## src/rtl/wb_ram_arb_pkg.sv

```systemverilog
// ============================================================================
// Module      : wb_ram_arb_pkg
// Description : Shared types and constants for the two-master Wishbone RAM
//               arbiter (state encoding, master index type).
// Revision    : 1.0 - initial release
// ============================================================================
`default_nettype none

package wb_ram_arb_pkg;

    localparam int NUM_MASTERS = 2;

    typedef enum logic [1:0] {
        IDLE = 2'd0,
        GNT0 = 2'd1,
        GNT1 = 2'd2,
        TURN = 2'd3
    } state_e;

    typedef logic [0:0] midx_t;

endpackage

`default_nettype wire

```

## src/rtl/wb_ram_arb_pick.sv

```systemverilog
// ============================================================================
// Module      : wb_ram_arb_pick
// Description : Combinational winner select for the arbiter. Round-robin when
//               WB_RAM_ARB_RR_EN is defined, else fixed priority to master 1.
// Revision    : 1.0 - initial release
// ============================================================================
`default_nettype none

module wb_ram_arb_pick
    import wb_ram_arb_pkg::*;
(
    input  logic [NUM_MASTERS-1:0] req_i,
    input  midx_t                  last_i,
    output midx_t                  win_o
);

`ifdef WB_RAM_ARB_RR_EN
    // On a tie the master that did not win last time goes first.
    always_comb begin
        if (req_i[0] && req_i[1]) begin
            win_o = ~last_i;
        end else begin
            win_o = req_i[1] ? 1'b1 : 1'b0;
        end
    end
`else
    logic w_unused_last;
    assign w_unused_last = last_i[0];

    always_comb begin
        win_o = req_i[1] ? 1'b1 : 1'b0;
    end
`endif

endmodule

`default_nettype wire

```

## src/rtl/wb_ram_arb.sv

```systemverilog
// ============================================================================
// Module      : wb_ram_arb
// Description : Two-master Wishbone classic arbiter for one byte-enabled RAM
//               slave, with turnaround cycle and ack timeout. Optional
//               round-robin tie-break via the WB_RAM_ARB_RR_EN macro.
// Revision    : 1.0 - initial release
// ============================================================================
`default_nettype none

module wb_ram_arb
    import wb_ram_arb_pkg::*;
#(
    parameter int AW      = 7,
    parameter int TIMEOUT = 15
) (
    input  logic          clk_i,
    input  logic          rst_i,
    input  logic          m0_cyc_i,
    input  logic          m0_stb_i,
    input  logic          m0_we_i,
    input  logic [3:0]    m0_be_i,
    input  logic [AW-1:0] m0_adr_i,
    input  logic [31:0]   m0_dat_i,
    output logic          m0_ack_o,
    output logic          m0_err_o,
    output logic [31:0]   m0_dat_o,
    input  logic          m1_cyc_i,
    input  logic          m1_stb_i,
    input  logic          m1_we_i,
    input  logic [3:0]    m1_be_i,
    input  logic [AW-1:0] m1_adr_i,
    input  logic [31:0]   m1_dat_i,
    output logic          m1_ack_o,
    output logic          m1_err_o,
    output logic [31:0]   m1_dat_o,
    output logic          s_cyc_o,
    output logic          s_stb_o,
    output logic          s_we_o,
    output logic [3:0]    s_be_o,
    output logic [AW-1:0] s_adr_o,
    output logic [31:0]   s_dat_o,
    input  logic          s_ack_i,
    input  logic [31:0]   s_dat_i
);

    localparam int CW = (TIMEOUT > 0) ? $clog2(TIMEOUT + 1) : 1;

    state_e                 state_q, state_d;
    logic [CW-1:0]          cnt_q, cnt_d;
    logic [NUM_MASTERS-1:0] w_req;
    midx_t                  w_win, w_last;
    logic                   w_gnt0, w_gnt1, w_in_gnt, w_own_req, w_hit, w_err;

    assign w_req     = {m1_cyc_i & m1_stb_i, m0_cyc_i & m0_stb_i};
    assign w_gnt0    = (state_q == GNT0);
    assign w_gnt1    = (state_q == GNT1);
    assign w_in_gnt  = w_gnt0 | w_gnt1;
    assign w_own_req = w_gnt1 ? w_req[1] : w_req[0];
    assign w_hit     = (TIMEOUT != 0) && w_in_gnt && (cnt_q == CW'(TIMEOUT));
    // A same-cycle ack completes the transfer normally, so it suppresses err.
    assign w_err     = w_hit & ~s_ack_i;

`ifdef WB_RAM_ARB_RR_EN
    midx_t last_q;

    always_ff @(posedge clk_i or posedge rst_i) begin
        if (rst_i) begin
            last_q <= 1'b1;
        end else if (state_q == IDLE && (|w_req)) begin
            last_q <= w_win;
        end
    end

    assign w_last = last_q;
`else
    assign w_last = 1'b1;
`endif

    wb_ram_arb_pick u_pick (
        .req_i  (w_req),
        .last_i (w_last),
        .win_o  (w_win)
    );

    always_ff @(posedge clk_i or posedge rst_i) begin
        if (rst_i) begin
            state_q <= IDLE;
            cnt_q   <= '0;
        end else begin
            state_q <= state_d;
            cnt_q   <= cnt_d;
        end
    end

    always_comb begin
        state_d = state_q;
        case (state_q)
            IDLE:       if (|w_req) state_d = (w_win == 1'b1) ? GNT1 : GNT0;
            GNT0, GNT1: if (s_ack_i || !w_own_req || w_hit) state_d = TURN;
            TURN:       state_d = IDLE;
            default:    state_d = IDLE;
        endcase
    end

    // Counter is held at zero outside a grant, which clears it on grant entry.
    always_comb begin
        cnt_d = '0;
        if (w_in_gnt) begin
            cnt_d = cnt_q;
            if (s_stb_o && !s_ack_i && cnt_q != {CW{1'b1}}) begin
                cnt_d = cnt_q + 1'b1;
            end
        end
    end

    always_comb begin
        s_cyc_o  = 1'b0;
        s_stb_o  = 1'b0;
        s_we_o   = 1'b0;
        s_be_o   = '0;
        s_adr_o  = '0;
        s_dat_o  = '0;
        m0_ack_o = 1'b0;
        m0_err_o = 1'b0;
        m0_dat_o = '0;
        m1_ack_o = 1'b0;
        m1_err_o = 1'b0;
        m1_dat_o = '0;
        if (w_gnt0) begin
            s_cyc_o  = m0_cyc_i;
            s_stb_o  = w_req[0] & ~w_hit;
            s_we_o   = m0_we_i;
            s_be_o   = m0_be_i;
            s_adr_o  = m0_adr_i;
            s_dat_o  = m0_dat_i;
            m0_ack_o = s_ack_i;
            m0_err_o = w_err;
            m0_dat_o = s_dat_i;
        end
        if (w_gnt1) begin
            s_cyc_o  = m1_cyc_i;
            s_stb_o  = w_req[1] & ~w_hit;
            s_we_o   = m1_we_i;
            s_be_o   = m1_be_i;
            s_adr_o  = m1_adr_i;
            s_dat_o  = m1_dat_i;
            m1_ack_o = s_ack_i;
            m1_err_o = w_err;
            m1_dat_o = s_dat_i;
        end
    end

endmodule

`default_nettype wire
```

## config.mk

```make
export PLATFORM = sky130hd
export DESIGN_NAME = wb_ram_arb
export DESIGN_NICKNAME = d
export VERILOG_FILES = /design/src/rtl/wb_ram_arb_pkg.sv /design/src/rtl/wb_ram_arb_pick.sv /design/src/rtl/wb_ram_arb.sv
export SDC_FILE = /design/constraint.sdc
export NUM_CORES = 1
export LEC_CHECK = 0
export ABC_CLOCK_PERIOD_IN_PS = 1800
export CAP_MARGIN = 5
export CORE_AREA = 2 2 93 95
export DETAILED_ROUTE_END_ITERATION = 6
export DIE_AREA = 0 0 95 97
export PLACE_DENSITY = 0.73
export SLEW_MARGIN = 10
export SYNTH_ARGS = -nofsm -noshare
export SYNTH_HDL_FRONTEND = slang
export SYNTH_HIERARCHICAL = 1
export SYNTH_SLANG_ARGS = --single-unit
export TNS_END_PERCENT = 20
```

## constraint.sdc

```tcl
create_clock -name clk_i -period 1.8 [get_ports clk_i]
set_input_delay 0.36 -clock clk_i [delete_from_list [all_inputs] [get_ports clk_i]]
set_output_delay 0.36 -clock clk_i [all_outputs]
set_load 0.05 [all_outputs]
```

* Word level (Yosys, flattened, before mapping)
Index checks and enable logic that the tools add are counted.
** Word-level totals
- Bits in writable memories :: 0
- Register bits :: 6
- Word-level logic and storage cells :: 56
- Bits in latches :: 0
- Memories :: 0
- ROM bits :: 0
- Output and inout port bits :: 114
- Input port bits :: 127
** Cells by class
- Add/subtract/negate cells :: 1
- Shift-type cells :: 0
- Bitwise logic cells :: 8
- $mul :: 0
- Magnitude comparators :: 0
- Equal/unequal tests :: 8
- Muxes and demuxes :: 26
- Reductions and logical operators :: 11
- Divide/modulo/power cells :: 0
** Operators by type and width (count)
- 32-bit 2-to-1 mux :: 4
- 4-bit 2-to-1 mux :: 4
- 7-bit 2-to-1 mux :: 2
- 1-bit 2-to-1 mux :: 12
- 2-bit 2-to-1 mux :: 3
- 2-bit one-hot mux with 3 select lines :: 1
- 1-bit bitwise AND :: 5
- 4-bit by 1-bit adder with 4-bit output (second input constant) :: 1
- 2-bit == test (second input constant) :: 2
- 4-bit == test (second input constant) :: 1
- 2-bit != test (second input constant) :: 2
- 4-bit != test (second input constant) :: 1
- 2-bit OR reduction :: 2
- 1-bit logical AND :: 3
- 2-bit by 1-bit == test with 1-bit output (second input constant) :: 1
- 1-bit zero test :: 2
- 2-bit zero test :: 1
- 1-bit logical OR :: 2
- 2-bit by 1-bit != test with 1-bit output (second input constant) :: 1
- 1-bit inverter :: 2
- 2-bit AND reduction :: 1
- 1-bit bitwise OR :: 1

* Depth between registers and ports, before layout
- Depth after elaboration :: 11
- Gate-level depth with buffers :: 6
- Gate-level depth less buffers :: 6

* Hierarchy
The synthesis kept the hierarchy.
** By module, submodules not included
- wb_ram_arb :: seq. area each 150.1 um2, cells an instance 265, area each 1495.2 um2, times used 1
- wb_ram_arb_pick :: seq. area each 0.0 um2, cells an instance 1, area each 7.5 um2, times used 1

* Worst setup path before layout
No wires, ideal clock.
- Path type :: register -> output
- Start :: register state_q[1]
- End :: output s_adr_o[0]
- Required time :: 1.440 ns
- Stages on the path, launching flop included :: 7
- Data arrival time :: 2.256 ns
- Buffers on the path :: 2
- Setup slack :: -0.816 ns
- Path through :: dfrtp_1 inv_1 ha_1 buf_2 buf_1 nand2_1 o21ai_0
** On the way
- Longest elaborated chain between the ends :: 3
- Elaborated cells between the ends (all ways) :: 4
- Classes of those cells :: 2 x eq/ne; 2 x mux
** Ends and longest elaborated chain
- from (decl) :: RTL line wb_ram_arb.sv:48 : state_e state_q, state_d;
- from (signal assigned) :: RTL line wb_ram_arb.sv:90 : state_q <= state_d;
- 2-bit by 1-bit == test with 1-bit output :: RTL line wb_ram_arb.sv:55 : assign w_gnt0 = (state_q == GNT0);
- 7-bit 2-to-1 mux :: RTL line wb_ram_arb.sv:129 : if (w_gnt0) begin
- 7-bit 2-to-1 mux (*) :: RTL line wb_ram_arb.sv:140 : if (w_gnt1) begin
- to (decl) :: RTL line wb_ram_arb.sv:40 : output logic [AW-1:0] s_adr_o,
Every way passes the cells marked *; elsewhere a longest branch is shown, timed or not.

* Worst setup path in the final report
- Start :: register state_q[1]
- End :: output s_dat_o[27]
** On the way
- Longest elaborated chain between the ends :: 3
- Elaborated cells between the ends (all ways) :: 4
- Classes of those cells :: 2 x eq/ne; 2 x mux
** Ends and longest elaborated chain
- 2-bit by 1-bit == test with 1-bit output :: RTL line wb_ram_arb.sv:55
- 32-bit 2-to-1 mux :: RTL line wb_ram_arb.sv:129
- 32-bit 2-to-1 mux (*) :: RTL line wb_ram_arb.sv:140
- to (decl) :: RTL line wb_ram_arb.sv:41 : output logic [31:0] s_dat_o,
Marks and branches as above.

==> impl_metrics.tcl <==
set metrics [dict create \
    status "complete, but fails checks" \
    violations "negative setup slack" \
    min_period_ns 2.00 \
    htreeDepth 1 \
    slew_viol_final 0 \
    reg2reg_from "state_q[0]" \
    ir_drop_mv 1.21 \
    drc 0 \
    clkLatencyLatePin_ns 0.22 \
    fin_cells 636 \
    fillers 467 \
    hold_viol 0 \
    top_level_ports 241 \
    die_area_mm2 0.00922 \
    finalSetupViolCount 119 \
    dieWidth_um 95 \
    path_clk_slew_ns 0.03 \
    area_growth_pct 329 \
    slowest_stage "dfrtp_2" \
    critPathLaunchType "register" \
    portBuffers 240 \
    drt-total-wl_um 12200 \
    crit_chain "inv_2, ha_4, buf_12, clkbuf_16, nand2_2, o21ai_4, buf_12" \
    multiInputGateArea_mm2 0.00195 \
    gr-usage-all-layers_pct 25.1 \
    tightest_slew_ns 0.242 \
    fin_util_pct 78.7 \
    critPathKind "register to output port" \
    clk_path_buf_depth 2 \
    core_mm2 0.00813 \
    ys_warn_count 6 \
    rows 33 \
    path_buf_inv 4 \
    cts_buffers 3 \
    grt_setup_unrepaired "true" \
    final.setup_skew_ns 0.000123 \
    fin_crit_sh_pct 111 \
    place_area_mm2 0.00597 \
    dp_slack_ns -0.0745 \
    start_util_pct 18.4 \
    vias 2924 \
    rr_worst_depth 10 \
    worst-r2r-setup-slack_ns -0.12 \
    grt_pass1_vias 3012 \
    power_switching_uw 6490 \
    layout.nets 664 \
    viasPerCell 4.60 \
    cts_tree "yes" \
    p_int_uw 6260 \
    postLayoutCellArea_mm2 0.00640 \
    overflow 0 \
    grt_pass1_wl_um 17800 \
    syn-instance-count 264 \
    wire_per_inst_um 19.2 \
    drive_gt1_share_pct 53.7 \
    synth_nets 395 \
    hp-class "input port to asynchronous set/reset pin" \
    netlist_area_mm2 0.00149 \
    swShare_pct 50.9 \
    p_leak_uw 0.00261 \
    cpPeakStageDelay_ns 0.43 \
    antenna_found_initial 0 \
    combPwrFrac_pct 96.8 \
    clockRootBuffer "clkbuf_8" \
    path_depth 7 \
    dp.cells 620 \
    worst_slack_ns -0.196 \
    cp.required_ns 1.44 \
    postRouteAntennaNets 0 \
    slew_headroom_pct 83.8 \
    clkSinkCount 6 \
    drtIter0Drc 81 \
    drv_cap 0 \
    first_pass_iters 5 \
    power_frac_seq_pct 1.6 \
    power_density_mw_per_mm2 1990 \
    crit_fanout 9 \
    power_frac_clock_pct 1.6 \
    hold_buffers 0 \
    endpoint_kind "output port" \
    r2r-end "cnt_q[1]" \
    fmax_mhz 501 \
    worst_path_dominant_cell_family "buffers and inverters" \
    seq_area_um2 151 \
    diodes 0 \
    dpl.hpwl_um 9290 \
    finalSetupTns_ns -12.41 \
    cp.arrival_ns 1.64 \
    gp_congestion 0.829 \
    die_y_um 97 \
    cpMostUsedCell "buf_12" \
    avgSynthCellArea_um2 5.65 \
    grt_max_degree 39 \
]
==> layer usage <==
layer  track usage (%)  wire, µm  up-vias
li1                  -         -     1389
met1              27.0      4180     1381
met2              48.5      6860      136
met3              5.06       861       18
met4              6.24       274        0
met5                 0         0        -
==> metrics by stage <==
step                      hold slack (ns)  total power [µW]
after global routing                0.409             13200
final                               0.393             12700
after CTS                           0.390             12400
after global placement              0.557             11400
after floorplan                     0.151              6040
after detailed placement            0.580             11600
==> worst register-to-register path: stages, from the launching register on <==
cell,delay (ns)
dfrtp_1,0.37
buf_4,0.14
ha_4,0.17
buf_12,0.14
and4b_1,0.19
buf_4,0.13
buf_4,0.13
o21ai_2,0.15
buf_6,0.13
mux2i_1,0.19
nor2b_1,0.06
==> final cells by class <==
class,count,area share (%)
Multi-Input combinational cell,233,30.5
Inverter,3,0.176
Timing Repair Buffer,286,64.2
Clock buffer,3,0.645
Sequential cell,6,2.36
Tap cell,105,2.05
==> power by group through the flow <==
stage	Sequential [µW]	Combinational, µW	Clock [µW]
after floorplan	191	5840	0
after global placement	198	11200	0
after detailed placement	200	11400	0
after CTS	203	12000	203
after global routing	211	12700	211
final	206	12300	198
==> worst max path at each step <==
stage	slack [ns]	start	endpoint
floorplan	-0.03	state_q[1]	m0_dat_o[10]
global placement	-0.04	state_q[1]	s_be_o[3]
detailed placement	-0.07	state_q[1]	s_we_o
CTS	-0.19	state_q[1]	s_dat_o[14]
global route	-0.25	state_q[0]	s_stb_o
finish	-0.20	state_q[1]	s_dat_o[27]
==> cell usage in the layout, fill, tap and decap left out, types with 2 or more instances in the layout <==
cell and count:
o21ai_0 2, ha_4 2, nor2_1 2, buf_6 10
and2_4 49, inv_2 2, nand2_1 69, nand2b_1 2
clkdlybuf4s50_1 126, nand3_1 3, dfrtp_1 5, xnor2_1 2
nor2b_1 2, a22o_4 4, and2_1 18, ha_1 2
o21ai_4 41, nand2_2 12, clkbuf_8 3, and2_2 4
buf_12 124, buf_4 23
==> state kept, by name, summed over array words and instances (netlist names) <==
register  count
cnt_q         4
state_q       2
==> what timing repair did <==
action / 4_1_cts / 5_1_grt
resized for setup: 46 / 33
buffers inserted: 8 / 2
hold endpoints to repair: 0 / 0
gates cloned: 2 / 1
pin swaps: 17 / 14
endpoints found under the setup margin: 115 / 119
Power figures use the tool's default switching activity.
